$ cat config.mk
export PLATFORM = sky130hd
export DESIGN_NAME = regfile_access_ctrl
export DESIGN_NICKNAME = d
export VERILOG_FILES = /design/src/rtl/regfile_access_ctrl.sv
export SDC_FILE = /design/constraint.sdc
export NUM_CORES = 1
export LEC_CHECK = 0
export ABC_AREA = 1
export ABC_CLOCK_PERIOD_IN_PS = 3000
export CAP_MARGIN = 20
export CORE_MARGIN = 2
export CORE_UTILIZATION = 25
export DETAILED_ROUTE_END_ITERATION = 10
export PLACE_DENSITY_LB_ADDON = 0.3
export SETUP_SLACK_MARGIN = 0.05
export SLEW_MARGIN = 20
export SYNTH_ARGS = -nofsm -noshare
export SYNTH_HDL_FRONTEND = slang
export SYNTH_SLANG_ARGS = --single-unit
$ cat constraint.sdc
create_clock -name clk -period 3 [get_ports clk]
set_clock_uncertainty 0.1 [all_clocks]
set_input_delay 0.9 -clock clk [delete_from_list [all_inputs] [get_ports clk]]
set_output_delay 0.9 -clock clk [all_outputs]
set_load 0.1 [all_outputs]
$ cat src/rtl/regfile_access_ctrl.sv
// regfile_access_ctrl
//   Initiator-side controller for a single-port register file (one address, wen=1 writes,
//   wen=0 reads with a registered dout one cycle later). Fetches two source operands in
//   sequence for decode and performs writebacks. x0 reads as zero and writes to x0 are dropped.
//
// Ports
//   clk, rstn              clock, asynchronous active-low reset
//   req_valid_i/ready_o    operand fetch request handshake, indices req_rs1_i / req_rs2_i
//   op_valid_o/ready_i     operand pair handshake, data op_rs1_data_o / op_rs2_data_o
//   wb_valid_i/ready_o     writeback handshake, destination wb_rd_i, data wb_data_i
//   rf_addr_o, rf_din_o,
//   rf_wen_o, rf_dout_i    register file interface
module regfile_access_ctrl #(
  parameter int unsigned WORDSIZE = 32,
  parameter int unsigned ADDRBITS = 5
) (
  input  logic                clk,
  input  logic                rstn,
  input  logic                req_valid_i,
  output logic                req_ready_o,
  input  logic [ADDRBITS-1:0] req_rs1_i,
  input  logic [ADDRBITS-1:0] req_rs2_i,
  output logic                op_valid_o,
  input  logic                op_ready_i,
  output logic [WORDSIZE-1:0] op_rs1_data_o,
  output logic [WORDSIZE-1:0] op_rs2_data_o,
  input  logic                wb_valid_i,
  output logic                wb_ready_o,
  input  logic [ADDRBITS-1:0] wb_rd_i,
  input  logic [WORDSIZE-1:0] wb_data_i,
  output logic [ADDRBITS-1:0] rf_addr_o,
  output logic [WORDSIZE-1:0] rf_din_o,
  output logic                rf_wen_o,
  input  logic [WORDSIZE-1:0] rf_dout_i
);

  typedef enum logic [1:0] {StIdle, StRd2, StCap2, StOut} state_e;

  state_e                state_q;
  logic [ADDRBITS-1:0]   rs1_q;
  logic [ADDRBITS-1:0]   rs2_q;
  logic                  op_valid_q;
  logic [WORDSIZE-1:0]   rs1_data_q;
  logic [WORDSIZE-1:0]   rs2_data_q;

  // rs1 is presented while in StIdle, so its data arrives in StRd2; rs2 is presented in StRd2
  // and its data arrives in StCap2.
  always_ff @(posedge clk or negedge rstn) begin
    if (!rstn) begin
      state_q    <= StIdle;
      rs1_q      <= '0;
      rs2_q      <= '0;
      op_valid_q <= 1'b0;
      rs1_data_q <= '0;
      rs2_data_q <= '0;
    end else begin
      unique case (state_q)
        StIdle: begin
          // Writeback wins the port; the request waits for a cycle without one.
          if (!wb_valid_i && req_valid_i) begin
            rs1_q   <= req_rs1_i;
            rs2_q   <= req_rs2_i;
            state_q <= StRd2;
          end
        end
        StRd2: begin
          rs1_data_q <= (rs1_q == '0) ? '0 : rf_dout_i;
          state_q    <= StCap2;
        end
        StCap2: begin
          rs2_data_q <= (rs2_q == '0) ? '0 : rf_dout_i;
          op_valid_q <= 1'b1;
          state_q    <= StOut;
        end
        StOut: begin
          if (op_ready_i) begin
            op_valid_q <= 1'b0;
            state_q    <= StIdle;
          end
        end
        default: begin
          op_valid_q <= 1'b0;
          state_q    <= StIdle;
        end
      endcase
    end
  end

  always_comb begin
    req_ready_o = 1'b0;
    wb_ready_o  = 1'b0;
    rf_wen_o    = 1'b0;
    rf_addr_o   = rs2_q;
    if (state_q == StIdle) begin
      wb_ready_o = 1'b1;
      if (wb_valid_i) begin
        rf_addr_o = wb_rd_i;
        // x0 writes are acknowledged but never reach the array.
        rf_wen_o  = (wb_rd_i != '0);
      end else begin
        req_ready_o = 1'b1;
        rf_addr_o   = req_rs1_i;
      end
    end
  end

  assign rf_din_o      = wb_data_i;
  assign op_valid_o    = op_valid_q;
  assign op_rs1_data_o = rs1_data_q;
  assign op_rs2_data_o = rs2_data_q;

endmodule

==> qor.yml, run 1 <==
die:
  start_util: 0.258
  rows: 45
  pin_count: 189
  die_area_um2: 16700
  die_h_um: 129
  coreArea_um2: 15300
  fp.dieW_um: 129
logic_synthesis:
  syn-instance-count: 543
  synth_top_area_cell: "dfrtp_1"
  synth-seq-area-share: 0.490
  synth_area_leaders: "dfrtp_1 49%, nand2_1 29%, inv_1 7.1%, buf_4 6.1%, buf_2 2.5%"
  ys_types: 16
  ys_ff_latch: 77
  avgSynthCellArea_um2: 7.24
  yosysTopAreaCellShare: 0.490
  synth-compound-area-share: 0.00318
  synthAdderAreaFrac: 0.0127
  synth_nets: 631
  syn_area_um2: 3930
  synthXorXnorAreaFrac: 0
  synth.area.mux_share: 0
  ys_warn_count: 0
  synth_top_family_by_area: "simple AND/OR/NAND/NOR gates"
  synth-simple-area-share: 0.330
drt:
  vias: 3426
  vias_per_cell: 4.03
  drc: 0
  final_antenna_net_count: 0
  wl_per_cell_um: 12.7
  drt-initial-drc-count: 149
  first_pass_iters: 5
  wl_um: 10800
placement:
  placed_cell_area_um2: 5100
  place.port_buffers: 124
  place_hpwl_um: 7850
  place.gp.congestion: 0.807
final_layout:
  final_cell_mix: "302 x nand2_1, 77 x buf_4, 77 x dfrtp_1, 71 x inv_1, 49 x clkdlybuf4s50_1"
  finalInstanceArea_um2: 5430
  nets: 724
  final_common_cell: "nand2_1"
  fill_cells: 1626
  n_antenna_cell: 0
  area_growth_pct: 38.1
  drive_above_1_share: 0.173
clock_network:
  clk_pin_slew_worst_paths_ns: 0.06
  hold_buffers: 0
  cts-root-buf: "clkbuf_16"
  cts_tree: "built"
  ctsHtreeMaxLevel: 3
  clk_latency_ns: 0.34
  cts_buffers: 9
  cts_sinks: 77
  clk_path_buf_depth: 2
setup_path:
  slowest_stage: "clkdlybuf4s50_1"
  crit_arrival_ns: 1.85
  crit_buf_inv: 3
  cp_data_required_time_ns: 2.00
  crit_chain: "clkdlybuf4s50_1 -> nor2_1 -> nand3b_1 -> nand2_1 -> inv_1 -> buf_12"
  path_class: "in2out"
  end_kind: "output pin"
  ff2ff_setup_slack_ns: 1.16
  crit_family: "buffers and inverters"
  critPathLaunchType: "primary input"
  cp_max_fo: 2
  cp_slowest_stage_delay_ns: 0.50
grt:
  grt_overflow: 0
  antenna_found_initial: 0
  grt_use_total: 0.135
  grt_pass1_wl_um: 17300
  grt_start_max_net_pins: 42
  grt_pass1_vias: 3473
timing:
  drv_slew: 0
  period_minus_slack_ns: 2.85
  hold_viol_final: 0
  fin_crit_sh: 0.950
  rsz0062_at_grt: "false"
  max-slew-margin-rel: 0.501
  setup_viol: 0
  tightest_slew_ns: 0.748
  clock.fmax_ghz: 0.351
min_path:
  hold_path_class: "reg2reg"
flow_run:
  cap_violations: 0
outcome:
  status: "complete, no violations"
[final cells by class]
cell class / instances / area (um2) / share of cell area
Clock buffer: 11 / 243 / 0.0447
Clock inverter: 4 / 72.6 / 0.0134
Inverter: 75 / 282 / 0.0519
Multi-Input combinational cell: 337 / 1390 / 0.256
Sequential cell: 77 / 1930 / 0.355
Tap cell: 211 / 264 / 0.0486
Timing Repair Buffer: 136 / 1250 / 0.230
[tightest hold or removal path, cell delays in order (launching register included)]
cell	delay (ns)
dfrtp_1	0.34
nand2_1	0.06
nand2_1	0.05
[flip-flops by register name (all words and copies together) (netlist names)]
register	count
rs2_q	5
op_valid_o	1
state_q	2
op_rs2_data_o	32
rs1_q	5
op_rs1_data_o	32
[Yosys cell counts]
cell type and instances:
nand2_1 302, dfrtp_1 77, inv_1 74, buf_4 32, buf_2 20, nand3_1 18
nor2_1 7, ha_1 4, nand3b_1 2, buf_8 1, clkbuf_4 1, inv_2 1
nand2_4 1, nor2_8 1, o211ai_1 1, o21ai_0 1
[per-stage QoR]
stage          worst slack, ns  std cells  hold WS [ns]  utilization  setup TNS (ns)
5_1_grt                 0.0649        851         0.401        0.356               0
3_3_place_gp           -0.0371        835         0.353        0.334         -0.0371
4_1_cts                  0.156        851         0.376        0.356               0
3_5_place_dp           -0.0482        835         0.360        0.334         -0.0482
2_1_floorplan           -0.226        543         0.333            -          -0.226
6_report                 0.150        851         0.375        0.356               0
[logic make-up (layout without fill, tap and decap cells)]
| kind of cell | Yosys count | in the layout |
|---|---|---|
| AOI/OAI and AO/OA | 2 | 2 |
| adders and majority gates | 4 | 4 |
| buffers and inverters | 129 | 226 |
| DFF | 77 | 77 |
| and+or+nand+nor | 331 | 331 |
[timing repair]
action,CTS,global route
gates resized for setup,3,0
hold endpoints to repair,0,0
buffers inserted,1,0
setup endpoints to repair,7,0
[metal layers]
metal	track usage	share of wire	vias up
met3	0.0566	0.078	11
met5	0	0	-
met4	0.0377	0.010	0
met1	0.160	0.43	1581
met2	0.227	0.48	105
li1	-	-	1729
[worst paths after layout]
path / startpoint / end / cells after the start
min in group asynchronous: rstn / op_rs2_data_o[0] / 1
min reg2reg: rs1_q[2] / rs1_q[2] / 2
max reg2reg: state_q[1] / op_rs1_data_o[15] / 6
min: rs1_q[2] / rs1_q[2] / 2
max: wb_rd_i[3] / rf_wen_o / 6
max in group asynchronous: rstn / op_rs2_data_o[12] / 2
Power of run 1 is not shown: default switching activity piles up to over one toggle a cycle in this logic, so the estimate is an artifact.
==> run 2, diff against run 1 <==
--- a/config.mk
+++ b/config.mk
@@ -10,6 +10,7 @@
 export CAP_MARGIN = 20
 export CORE_MARGIN = 2
 export CORE_UTILIZATION = 25
+export CTS_CLUSTER_SIZE = 28
 export DETAILED_ROUTE_END_ITERATION = 10
 export PLACE_DENSITY_LB_ADDON = 0.3
 export SETUP_SLACK_MARGIN = 0.05
==> results of run 2 <==
Final layout, timing and power as in run 1 (identical DEF).
Power of run 2 is left out for the same reason.
==> run 3, diff against run 2 <==
==> constraint.sdc (replaced) <==
create_clock -name clk -period 3 [get_ports clk]
set_clock_uncertainty 0.1 [all_clocks]
set_input_delay 0.9 -clock clk [delete_from_list [all_inputs] [get_ports clk]]
set_output_delay 0.9 -clock clk [all_outputs]
set_load 0.05 [all_outputs]
==> run 3 against run 2 <==
Against the previous run: fmax down 1.3%; utilization up 0.89 points; global-route usage fell by 0.25 points; non-clock buffer count decreased by 1.
==> qor.yml, run 3 (synthesis gave the netlist of run 1 again) <==
timing:
  max-slew-margin-rel: 0.466  # -0.0344
  hold_viol_final: 0  # unchanged
  setup_viol: 0  # unchanged
  fin_crit_sh: 0.963  # +0.0129
  rsz0062_at_grt: "false"
  drv_slew: 0  # unchanged
  clock.fmax_ghz: 0.346  # -1.3%
  tightest_slew_ns: 0.800  # +0.0515 ns
  period_minus_slack_ns: 2.89  # +0.0388 ns
final_layout:
  drive_above_1_share: 0.0579  # -0.116
  n_antenna_cell: 0  # unchanged
  nets: 723  # -0.14%
  final_cell_mix: "302 x nand2_1, 114 x clkdlybuf4s50_1, 77 x dfrtp_1, 73 x inv_1, 18 x nand3_1"
  area_growth_pct: 41.5
  final_common_cell: "nand2_1"
  layoutNonFillerInstCount: 850  # -0.12%
setup_path:
  r2r_end: "op_rs2_data_o[21]"
  r2r-start: "state_q[0]"
  path_class: "in2out"
  r2r_cells: 6  # unchanged
  critPathLaunchType: "primary input"
  cp_max_fo: 7  # +5
  ff2ff_setup_slack_ns: 1.09  # -0.07 ns
  crit_arrival_ns: 1.89  # +0.04 ns
  cp_data_required_time_ns: 2.00  # about the same
  end_kind: "output pin"
min_path:
  holdPathEnd: "rs1_q[4]"
  hold_path_depth: 2  # unchanged
  hold_path_class: "reg2reg"
  min_from: "rs1_q[4]"
grt:
  grt_overflow: 0  # unchanged
  grt_pass1_wl_um: 17300  # -0.28%
  grt_pass1_vias: 3514  # +1.2%
  grt_start_max_net_pins: 44  # +4.8%
  antenna_found_initial: 0  # unchanged
  grt_use_total: 0.133  # -0.00245
drt:
  vias: 3452  # +0.76%
  wl_per_cell_um: 12.7  # -0.33%
  drt-initial-drc-count: 110  # -26%
  wl_um: 10800  # -0.44%
  drc: 0  # unchanged
  vias_per_cell: 4.06  # +0.88%
  final_antenna_net_count: 0  # unchanged
  first_pass_iters: 6  # +1
die:
  die_h_um: 129  # unchanged
  die_area_um2: 16700  # unchanged
  fp.dieW_um: 129  # unchanged
  coreArea_um2: 15300  # unchanged
  rows: 45  # unchanged
  start_util: 0.258  # unchanged
  pin_count: 189  # unchanged
power:
  power_leakage_nw: 3.17
  total_power_mw: 7.41
  p_per_area_nw_per_um2: 1330
  peakVddDrop_uv: 532
clock_network:
  cts-root-buf: "clkbuf_16"
  hold_buffers: 0  # unchanged
  clk_path_buf_depth: 2  # unchanged
  ctsHtreeMaxLevel: 3  # unchanged
  clk_latency_ns: 0.34  # about the same
  post_cts_buffers: 0  # -1
  cts_sinks: 77  # unchanged
  cts_buffers: 9  # unchanged
  clk_pin_slew_worst_paths_ns: 0.05  # about the same
  cts_tree: "built"
placement:
  place.port_buffers: 124  # unchanged
  place.gp.congestion: 0.783  # -3.0%
  dp_cells: 834  # -0.12%
  place_hpwl_um: 7600  # -3.2%
outcome:
  status: "complete, no violations"
flow_run:
  cap_violations: 0  # unchanged
==> run 3: cell types whose count changed in the layout (fill, tap and decap cells not counted), sizes merged <==
cell / delta
buf: -68
clkbuf: +1
clkdlybuf4s50: +65
clkinv: +1
dlygate4sd2: +1
inv: -1
==> run 3: per-layer routing <==
| metal | global-route usage | vias to the layer above | routed length (um) |
|---|---|---|---|
| li1 | - | 1725 | - |
| met1 | 0.167 | 1594 | 4870 |
| met2 | 0.211 | 107 | 5020 |
| met3 | 0.0429 | 26 | 675 |
| met4 | 0.0556 | 0 | 225 |
| met5 | 0 | - | 0 |
==> run 3: worst max path at each step <==
stage	from	endpoint	slack [ns]	cells past startpoint
global placement	wb_valid_i	rf_addr_o[4]	-0.06	6
CTS	wb_valid_i	rf_addr_o[4]	0.08	6
global route	wb_valid_i	rf_addr_o[4]	0.07	6
floorplan	state_q[0]	rf_addr_o[0]	0.23	7
detailed placement	wb_valid_i	rf_addr_o[4]	-0.06	6
finish	wb_valid_i	rf_addr_o[4]	0.11	6
==> run 3: critical path, stage by stage <==
cell and delay [ns]:
dlygate4sd2_1 0.26, buf_4 0.16, nor2_8 0.14, nand2_1 0.08, o211ai_1 0.13, clkbuf_16 0.22
==> run 3: through the flow <==
step           setup TNS [ns]  setup WS, ns  utilization  hold WS (ns)  area, um2
6_report                    0         0.112        0.365         0.363       5560
5_1_grt                     0        0.0663        0.365         0.376       5560
4_1_cts                     0        0.0753        0.364         0.370       5560
3_5_place_dp          -0.0663       -0.0610        0.343         0.357       5230
3_3_place_gp          -0.0823       -0.0580        0.343         0.349       5230
2_1_floorplan               0         0.225            -         0.333       3930
==> run 3: final cells by class <==
class / instances / area (um2)
Clock inverter: 4 / 72.6
Multi-Input combinational cell: 337 / 1360
Timing Repair Buffer: 135 / 1410
Tap cell: 211 / 264
Fill cell: 1624 / 9700
Inverter: 75 / 282
Clock buffer: 11 / 243
Sequential cell: 77 / 1930
==> run 3: timing repair <==
action / CTS / global route
gates resized for setup: 3 / 1
hold endpoints to repair: 0 / 0
endpoints found under the setup margin: 7 / 1
cloned: 0 / 0
==> run 3: power breakdown <==
part,switching (mW),total (mW),internal (mW)
Clock,0.421,1.17,0.745
Sequential,0.290,1.83,1.54
Combinational,2.96,4.41,1.45
Total,3.67,7.41,3.74
Power figures use the tool's default switching activity.
